[config.mk]
export PLATFORM = sky130hd
export DESIGN_NAME = lcd_timing_gen
export DESIGN_NICKNAME = d
export VERILOG_FILES = /design/src/rtl/lcd_timing_gen.sv
export SDC_FILE = /design/constraint.sdc
export NUM_CORES = 1
export LEC_CHECK = 0
export BUFFER_PORTS_ARGS = -buffer_cell sky130_fd_sc_hd__clkbuf_2
export CAP_MARGIN = 20
export CORE_MARGIN = 4
export CORE_UTILIZATION = 51
export DETAILED_ROUTE_END_ITERATION = 6
export GPL_ROUTABILITY_DRIVEN = 1
export GPL_TIMING_DRIVEN = 0
export PLACE_DENSITY = 0.81
export SYNTH_ARGS = -nofsm -noshare
export SYNTH_HDL_FRONTEND = slang
export SYNTH_SLANG_ARGS = --single-unit
[constraint.sdc]
create_clock -name lvds_parallel_clk -period 7.4 [get_ports lvds_parallel_clk]
set_clock_uncertainty 0.1 [all_clocks]
set_input_delay 0.37 -clock lvds_parallel_clk [delete_from_list [all_inputs] [get_ports lvds_parallel_clk]]
set_output_delay 0.37 -clock lvds_parallel_clk [all_outputs]
set_load 0.05 [all_outputs]
[src/rtl/lcd_timing_gen.sv]
// lcd_timing_gen: parametrised LVDS panel timing generator with selectable pixel source,
// lead-time pixel request for an upstream frame buffer and sticky underflow flag.
module lcd_timing_gen #(
   parameter int   H_SYNC   = 20,
   parameter int   H_BACK   = 140,
   parameter int   H_ACTIVE = 1024,
   parameter int   H_FRONT  = 160,
   parameter int   V_SYNC   = 3,
   parameter int   V_BACK   = 20,
   parameter int   V_ACTIVE = 600,
   parameter int   V_FRONT  = 12,
   parameter int   COLOR_W  = 8,
   parameter logic HS_POL   = 1'b0,
   parameter logic VS_POL   = 1'b0,
   parameter int   REQ_LEAD = 2
) (
   input  logic                   lvds_parallel_clk,
   input  logic                   rst,
   input  logic [1:0]             mode_in,
   input  logic [3*COLOR_W-1:0]   solid_rgb,
   input  logic [3*COLOR_W-1:0]   ext_rgb,
   input  logic                   ext_valid,
   output logic                   pix_req,
   output logic [11:0]            pix_x,
   output logic [11:0]            pix_y,
   output logic                   frame_start,
   output logic                   underflow,
   output logic [COLOR_W-1:0]     lvds_tx0_DATA,
   output logic [COLOR_W-1:0]     lvds_tx1_DATA,
   output logic [COLOR_W-1:0]     lvds_tx2_DATA,
   output logic [7:0]             lvds_tx3_DATA
);
   localparam int RGB_W = 3 * COLOR_W;
   localparam logic [11:0] H_LAST = 12'(H_SYNC + H_BACK + H_ACTIVE + H_FRONT - 1);
   localparam logic [11:0] V_LAST = 12'(V_SYNC + V_BACK + V_ACTIVE + V_FRONT - 1);
   localparam logic [11:0] H_SY   = 12'(H_SYNC);
   localparam logic [11:0] V_SY   = 12'(V_SYNC);
   localparam logic [11:0] H_A0   = 12'(H_SYNC + H_BACK);
   localparam logic [11:0] H_A1   = 12'(H_SYNC + H_BACK + H_ACTIVE);
   localparam logic [11:0] V_A0   = 12'(V_SYNC + V_BACK);
   localparam logic [11:0] V_A1   = 12'(V_SYNC + V_BACK + V_ACTIVE);
   localparam logic [11:0] BAR_W  = 12'(H_ACTIVE / 8);
   localparam logic [11:0] X_LAST = 12'(H_ACTIVE - 1);
   localparam logic [11:0] Y_LAST = 12'(V_ACTIVE - 1);
   localparam logic [11:0] LEAD   = 12'(REQ_LEAD);
   localparam logic [COLOR_W-1:0] ONES = '1;

   logic [11:0]      r_h, r_v, r_px, r_py;
   logic [1:0]       r_mode;
   logic [RGB_W-1:0] r_solid, r_rgb;
   logic             r_de, r_hs, r_vs, r_fs, r_miss, r_under, r_req;

   logic [11:0]      w_x, w_y, w_hr;
   logic [2:0]       w_bar;
   logic             w_h_last, w_v_last, w_origin, w_v_act, w_de, w_req, w_grid, w_miss;
   logic [RGB_W-1:0] w_bars, w_ext, w_pix;

   assign w_h_last = r_h == H_LAST;
   assign w_v_last = r_v == V_LAST;
   assign w_origin = r_h == 12'd0 && r_v == 12'd0;
   assign w_v_act  = r_v >= V_A0 && r_v < V_A1;
   assign w_de     = r_h >= H_A0 && r_h < H_A1 && w_v_act;
   assign w_x      = r_h - H_A0;
   assign w_y      = r_v - V_A0;
   // the lead is shorter than sync+back porch, so a 12-bit wrap never lands in the active span
   assign w_hr     = r_h + LEAD;
   assign w_req    = w_hr >= H_A0 && w_hr < H_A1 && w_v_act;
   assign w_bar    = 3'(w_x / BAR_W);
   assign w_bars   = {{COLOR_W{~w_bar[1]}}, {COLOR_W{~w_bar[2]}}, {COLOR_W{~w_bar[0]}}};
   assign w_grid   = w_x[4:0] == 5'd0 || w_y[4:0] == 5'd0 || w_x == X_LAST || w_y == Y_LAST;
   assign w_ext    = ext_valid ? ext_rgb : {ONES, {COLOR_W{1'b0}}, ONES};
   assign w_pix    = !w_de           ? '0 :
                     r_mode == 2'd1  ? w_bars :
                     r_mode == 2'd2  ? {RGB_W{w_grid}} :
                     r_mode == 2'd3  ? r_solid : w_ext;
   assign w_miss   = w_de && r_mode == 2'd0 && !ext_valid;

   always_ff @(posedge lvds_parallel_clk) begin
      if (rst) begin
         r_h     <= '0;
         r_v     <= '0;
         r_mode  <= mode_in;
         r_solid <= solid_rgb;
         r_rgb   <= '0;
         r_de    <= 1'b0;
         r_hs    <= ~HS_POL;
         r_vs    <= ~VS_POL;
         r_fs    <= 1'b0;
         r_miss  <= 1'b0;
         r_under <= 1'b0;
         r_req   <= 1'b0;
         r_px    <= '0;
         r_py    <= '0;
      end else begin
         r_h <= w_h_last ? '0 : r_h + 12'd1;
         if (w_h_last) r_v <= w_v_last ? '0 : r_v + 12'd1;
         if (w_origin) begin
            r_mode  <= mode_in;
            r_solid <= solid_rgb;
         end
         r_rgb   <= w_pix;
         r_de    <= w_de;
         r_hs    <= r_h < H_SY ? HS_POL : ~HS_POL;
         r_vs    <= r_v < V_SY ? VS_POL : ~VS_POL;
         r_fs    <= w_origin;
         r_miss  <= w_miss;
         r_under <= !w_origin && (r_under || r_miss);
         r_req   <= w_req;
         if (w_req) begin
            r_px <= w_hr - H_A0;
            r_py <= w_y;
         end
      end
   end

   assign pix_req       = r_req;
   assign pix_x         = r_px;
   assign pix_y         = r_py;
   assign frame_start   = r_fs;
   assign underflow     = r_under;
   assign lvds_tx0_DATA = r_rgb[3*COLOR_W-1:2*COLOR_W];
   assign lvds_tx1_DATA = r_rgb[2*COLOR_W-1:COLOR_W];
   assign lvds_tx2_DATA = r_rgb[COLOR_W-1:0];
   assign lvds_tx3_DATA = {5'b0, r_de, r_hs, r_vs};
endmodule

# --- Word-level counts from Yosys, hierarchy flattened ---
# Cells that the tools add are included.
# W data, S select, Z words.
op_classes:
  addsub: 6
  eq_ne: 7
  bitwise: 4
  magnitude_cmp: 8
  reduce_logical: 23
  mux: 11
ops:
  columns: ["cell", "count"]
  rows:
  - ["$mux W24", 6]
  - ["$eq A12 B10 Y1 const B", 3]
  - ["$add A12 B1 Y12 const B", 2]
  - ["$ge A12 B8 Y1 const B", 2]
  - ["$logic_not A12 Y1", 2]
  - ["$lt A12 B11 Y1 const B", 2]
  - ["$sub A12 B8 Y12 const B", 2]
  - ["$add A12 B2 Y12 const B", 1]
  - ["$eq A12 B11 Y1 const B", 1]
  - ["$ge A12 B5 Y1 const B", 1]
  - ["$lt A12 B10 Y1 const B", 1]
  - ["$lt A12 B2 Y1 const B", 1]
  - ["$lt A12 B5 Y1 const B", 1]
  - ["$mux W12", 1]
  - ["$sub A12 B5 Y12 const B", 1]
  - ["$logic_not A5 Y1", 2]
  - ["$logic_and A1 B1 Y1", 9]
  - ["$eq A2 B2 Y1 const B", 2]
  - ["$logic_or A1 B1 Y1", 4]
  - ["$mux W2", 2]
  - ["$not A1 Y1", 4]
  - ["$reduce_or A2 Y1", 2]
  - ["$eq A2 B1 Y1 const B", 1]
  - ["$logic_not A1 Y1", 2]
  - ["3 further kinds", 4]
totals:
  in_bits: 53
  out_inout_bits: 59
  elab_cells: 73
  reg_bits: 105

# --- Depth between registers and ports, before layout ---
logic_depth:
  ltp_word: 7
  mapped_depth: 12
  mapped_depth_nobuf: 11

# --- Least setup slack after synthesis ---
# Ideal clock, no wire load.
synth_path:
  path_kind: "reg-to-reg"
  start: "register r_h[6]"
  end: "register r_mode[0], enable pin"
  t_required_ns: 6.849
  path_slack_ns: 3.303
  arrival_ns: 3.546
  setup_ns: 0.451
  path_stages_with_launch: 5
  period_less_slack_ns: 4.097
  path_cell_list: "dfxtp_1 > buf_2 > or4_4 > or4_1 > o31ai_1"
synth_via:
  elab_chain_len: 3
synth_rtl:
  columns: ["item", "line_no", "rtl"]
  rows:
  - ["start: declaration", "48", "logic [11:0] r_h, r_v, r_px, r_py;"]
  - ["start signal: assignment", "95", "r_h <= w_h_last ? '0 : r_h + 12'd1;"]
  - ["$logic_not A12 Y1", "60", "assign w_origin = r_h == 12'd0 && r_v == 12'd0;"]
  - ["$logic_and A1 B1 Y1", "60", null]
  - ["$reduce_bool A2 Y1 (no line)", null, null]
  - ["end signal: assignment", "82", "r_mode <= mode_in;"]
  - ["end signal: assignment", "98", "r_mode <= mode_in;"]
  - ["end: declaration", "49", "logic [1:0] r_mode;"]
# Every way passes these cells.
# A chain may end at the register's enable or synchronous reset.

# --- Final worst setup path ---
layout_path:
  start: "register r_h[6]"
  end: "register r_rgb[18]"
layout_via:
  elab_chain_len: 6
  elab_cells_between_ends: 13
  classes_between: "1 x add/sub; 2 x order compare; 1 x eq/ne; 2 x mux; 2 x bitwise; 5 x reduce/logical"
layout_rtl:
  columns: ["item", "line_no", "rtl"]
  rows:
  - ["$sub A12 B8 Y12", "63", "assign w_x = r_h - H_A0;"]
  - ["$eq A12 B10 Y1", "70", "assign w_grid = w_x[4:0] == 5'd0 || w_y[4:0] == 5'd0 || w_x == X_LAST || w_y == Y_LAST;"]
  - ["$logic_or A1 B1 Y1 (2 in a row)", "70", null]
  - ["$mux W24", "74", "r_mode == 2'd2 ? {RGB_W{w_grid}} :"]
  - ["$mux W24", "73", "r_mode == 2'd1 ? w_bars :"]
  - ["end signal: assignment", "101", "r_rgb <= w_pix;"]
  - ["end: declaration", "50", "logic [RGB_W-1:0] r_solid, r_rgb;"]
# Parallel ways exist; a longest one is shown, timed or not.

==> flow_summary.json <==
{
  "cts_resized": 0,
  "worst-setup-path-type": "register to register",
  "synth_seq_cells": 105,
  "cp-start-kind": "register",
  "vias": 4844,
  "setup_violations": 0,
  "place_hpwl_mm": 10.7,
  "ys.flop_type": "dfxtp_1",
  "seqPwrFrac_pct": 57.1,
  "clk_pin_slew_ns": 0.11,
  "regArea_um2": 2360,
  "cp_data_required_time_ns": 7.59,
  "cpMaxStageDelayCell": "dfxtp_1",
  "wire_per_inst_um": 16.8,
  "p_leak_nw": 2.55,
  "clock_power_share_pct": 33.5,
  "rows": 37,
  "drt-vias-per-instance": 5.79,
  "maxSlewHeadroom_pct": 55.0,
  "clk_latency_ns": 0.37,
  "rsz0062_at_grt": "false",
  "hold_viol": 0,
  "core_area_um2": 10300,
  "synth_edf_count": 26,
  "holdBufCountCts": 0,
  "p_comb_share_pct": 9.4,
  "fillers": 870,
  "worstHoldStart": "solid_rgb[2]",
  "antenna_found_initial": 0,
  "drive_gt1_share_pct": 26.0,
  "grt_overflow": 0,
  "avgSynthCellArea_um2": 9.39,
  "grt_pass1_vias": 4649,
  "p_sw_share_pct": 27.6,
  "gp_routability_congestion": 0.925,
  "cts.sinks": 105,
  "status": "finished clean",
  "drt-initial-drc-count": 462,
  "portBuffers": 105,
  "grt_usage_pct": 22.7,
  "power.density_nw_per_um2": 170,
  "synthCells": 574,
  "die_area_um2": 12300,
  "synthDistinctLibCells": 70,
  "ir_drop_mv": 0.108,
  "routed_wl_mm": 14.0,
  "reg2reg_to": "r_rgb[18]$_SDFF_PP0_",
  "r2r_slack_ns": 3.99,
  "yosysWarningCount": 0,
  "dr.pass1.iters": 5,
  "cts_made_buffers": 9,
  "grt_max_degree": 22,
  "period_share_pct": 46.0,
  "slew_violations": 0,
  "cpPeakStageDelay_ns": 0.43,
  "cp_max_fo": 10,
  "start_util_pct": 52.2,
  "grt_pass1_wl_mm": 23.6,
  "hold_end": "r_solid[2]$_DFFE_PP_",
  "p_int_uw": 779,
  "clockRootBuffer": "clkbuf_8",
  "cts.htree.levels": 3,
  "crit_family": "compound AO/OA/AOI/OAI gates",
  "syn_to_final_growth_pct": 17.6,
  "multi_input_area_um2": 2640,
  "cp-end-kind": "register",
  "worstMarginPinSlew_ns": 0.675,
  "ios": 112,
  "switching_power_uw": 297,
  "critical_path_buf_inv_count": 3,
  "fin_nets": 760,
  "tritoncts": "yes",
  "cts_max_path_buffers": 2,
  "dieHeight_um": 111,
  "maxCapViolCount": 0,
  "yosysSeqAreaShare_pct": 43.8,
  "async_flop_share_pct": 0,
  "n_antenna_cell": 0,
  "ant_nets": 0,
  "postCtsSetupBuffers": 0,
  "worst_ep_arrival_time_ns": 3.60,
  "crit-reg2reg-launch": "r_h[6]$_SDFF_PP0_",
  "hp-class": "primary input to register",
  "worstPathCellList": "buf_2, inv_1, ha_1, or4_1, a2111oi_0, o2111ai_1, a21oi_2, clkbuf_1, a2111oi_0, a21oi_1",
  "r2r_cells": 10,
  "synth_area_um2": 5390,
  "min_period_ns": 3.41,
  "fp.dieW_um": 111,
  "fin_setup_tns_ns": 0,
  "fmax_mhz": 294,
  "placedCellCount": 820,
  "fin_cells": 836,
  "worst_path_most_repeated_cell": "a2111oi_0",
  "drc": 0,
  "whs_path_depth": 1
}
## metal layers
| layer | vias up | part of all wire [%] | global-route usage, % |
|---|---|---|---|
| met5 | - | 0 | 0 |
| met4 | 0 | 1.3 | 5.17 |
| met3 | 16 | 7.8 | 5.35 |
| met2 | 216 | 47 | 36.9 |
| met1 | 2282 | 44 | 30.8 |
| li1 | 2330 | - | - |
## cell usage in the layout (no fill, tap or decap), drive strengths merged, types with 4 or more instances in the layout
| cell type | netlist | routed |
|---|---|---|
| nor2 | 39 | 39 |
| inv | 31 | 34 |
| nand2 | 26 | 26 |
| a21oi | 57 | 57 |
| nand4 | 15 | 15 |
| a311oi | 4 | 4 |
| nand3 | 14 | 14 |
| nand2b | 4 | 4 |
| ha | 12 | 12 |
| nor4 | 7 | 7 |
| a31o | 4 | 4 |
| dfxtp | 79 | 79 |
| and3 | 7 | 7 |
| edfxtp | 26 | 26 |
| buf | 30 | 31 |
| xor2 | 12 | 12 |
| xnor2 | 27 | 27 |
| or3 | 6 | 6 |
| clkbuf | 24 | 138 |
| nor2b | 6 | 6 |
| or4 | 5 | 5 |
| a2111oi | 20 | 20 |
| o21ai | 20 | 20 |
| a211oi | 11 | 11 |
| a31oi | 18 | 18 |
| a22o | 7 | 7 |
| nor3 | 17 | 17 |
| o31ai | 11 | 11 |
| conb | 1 | 5 |
## area by class of cell
cell class | instances | area share [%]
Inverter | 31 | 1.84
Tap cell | 136 | 2.68
Clock inverter | 7 | 1.34
Multi-Input combinational cell | 388 | 41.7
Clock buffer | 9 | 1.95
Timing Repair Buffer | 106 | 8.52
Buffer | 54 | 4.72
Sequential cell | 105 | 37.3
## logic make-up (layout without fill, tap and decap cells)
family | count (synthesis) | after routing | synth area share (%)
buf+inv | 85 | 207 | 7.70
mux | 3 | 3 | 0.626
xor+xnor | 39 | 39 | 6.47
flops | 105 | 105 | 43.8
compound gates | 168 | 168 | 21.6
other cells | 1 | 5 | 0.0695
simple gates | 161 | 161 | 16.9
fa+ha+maj | 12 | 12 | 2.78
## cells in the mapped netlist, types with 3 or more instances
master	n	share of area, %
nor3_1	15	1.4
buf_2	11	1.0
edfxtp_1	26	14
a41oi_1	3	0.49
a31oi_1	17	2.0
clkbuf_1	24	1.7
a211oi_1	10	1.4
inv_1	30	2.1
nand4_1	14	1.6
nand2_1	26	1.8
dfxtp_1	79	29
nand2b_1	4	0.46
nand3_2	3	0.56
and4_1	3	0.49
and2_1	3	0.35
xor2_1	12	1.9
a311oi_1	4	0.65
o31ai_1	10	1.4
a21o_1	3	0.42
o21ai_0	16	1.5
o21ai_1	3	0.28
or4_1	3	0.42
or3_1	6	0.70
buf_4	14	1.9
xnor2_1	26	4.2
buf_6	4	0.84
nand3_1	11	1.0
ha_1	12	2.8
a31o_2	3	0.49
and3_1	7	0.81
a22o_1	7	1.1
nor2b_1	6	0.70
nor4_1	4	0.46
a21oi_1	55	5.1
nor2_1	38	2.6
a2111oi_0	18	2.9
## worst max path at each step
stage,startpoint,endpoint,slack [ns],depth (start not counted)
2_1_floorplan,r_h[6]$_SDFF_PP0_,r_mode[0]$_DFFE_PP_,3.30,4
3_3_place_gp,r_h[6]$_SDFF_PP0_,r_solid[2]$_DFFE_PP_,2.42,4
3_5_place_dp,r_h[6]$_SDFF_PP0_,r_rgb[18]$_SDFF_PP0_,3.99,10
4_1_cts,r_h[6]$_SDFF_PP0_,r_rgb[18]$_SDFF_PP0_,3.98,10
5_1_grt,r_h[6]$_SDFF_PP0_,r_rgb[18]$_SDFF_PP0_,3.66,10
6_report,r_h[6]$_SDFF_PP0_,r_rgb[18]$_SDFF_PP0_,3.99,10
## per-stage QoR
stage                     power (mW)  setup slack, ns  hold slack, ns  util (%)  area (um^2)
after floorplan                0.689             3.30           0.316         -         5410
after global placement         0.721             2.42           0.322      59.1         6100
after detailed placement       0.728             3.99           0.330      59.4         6130
after CTS                       1.08             3.98          0.0594      61.4         6340
after global routing            1.11             3.66          0.0488      61.4         6340
final                           1.08             3.99          0.0759      61.4         6340
## registers in the layout, summed over array words and instances (netlist names), 2 cells and up
name,count
pix_x,12
r_rgb,24
r_mode,2
r_v,12
pix_y,12
r_solid,24
r_h,12
## worst register-to-register path, stage by stage (launching register included)
cell and delay (ns):
dfxtp_1 0.43, buf_2 0.25, inv_1 0.17, ha_1 0.26
or4_1 0.42, a2111oi_0 0.36, o2111ai_1 0.23, a21oi_2 0.32
clkbuf_1 0.39, a2111oi_0 0.18, a21oi_1 0.23
## power groups by stage
stage          Sequential [mW]  Clock, mW  Combinational (mW)
6_report                 0.614      0.360               0.101
5_1_grt                  0.616      0.387               0.112
4_1_cts                  0.614      0.365               0.101
3_5_place_dp             0.627          0               0.100
3_3_place_gp             0.628          0              0.0932
2_1_floorplan            0.627          0              0.0614
No activity file was read; power rests on OpenSTA's default activity.
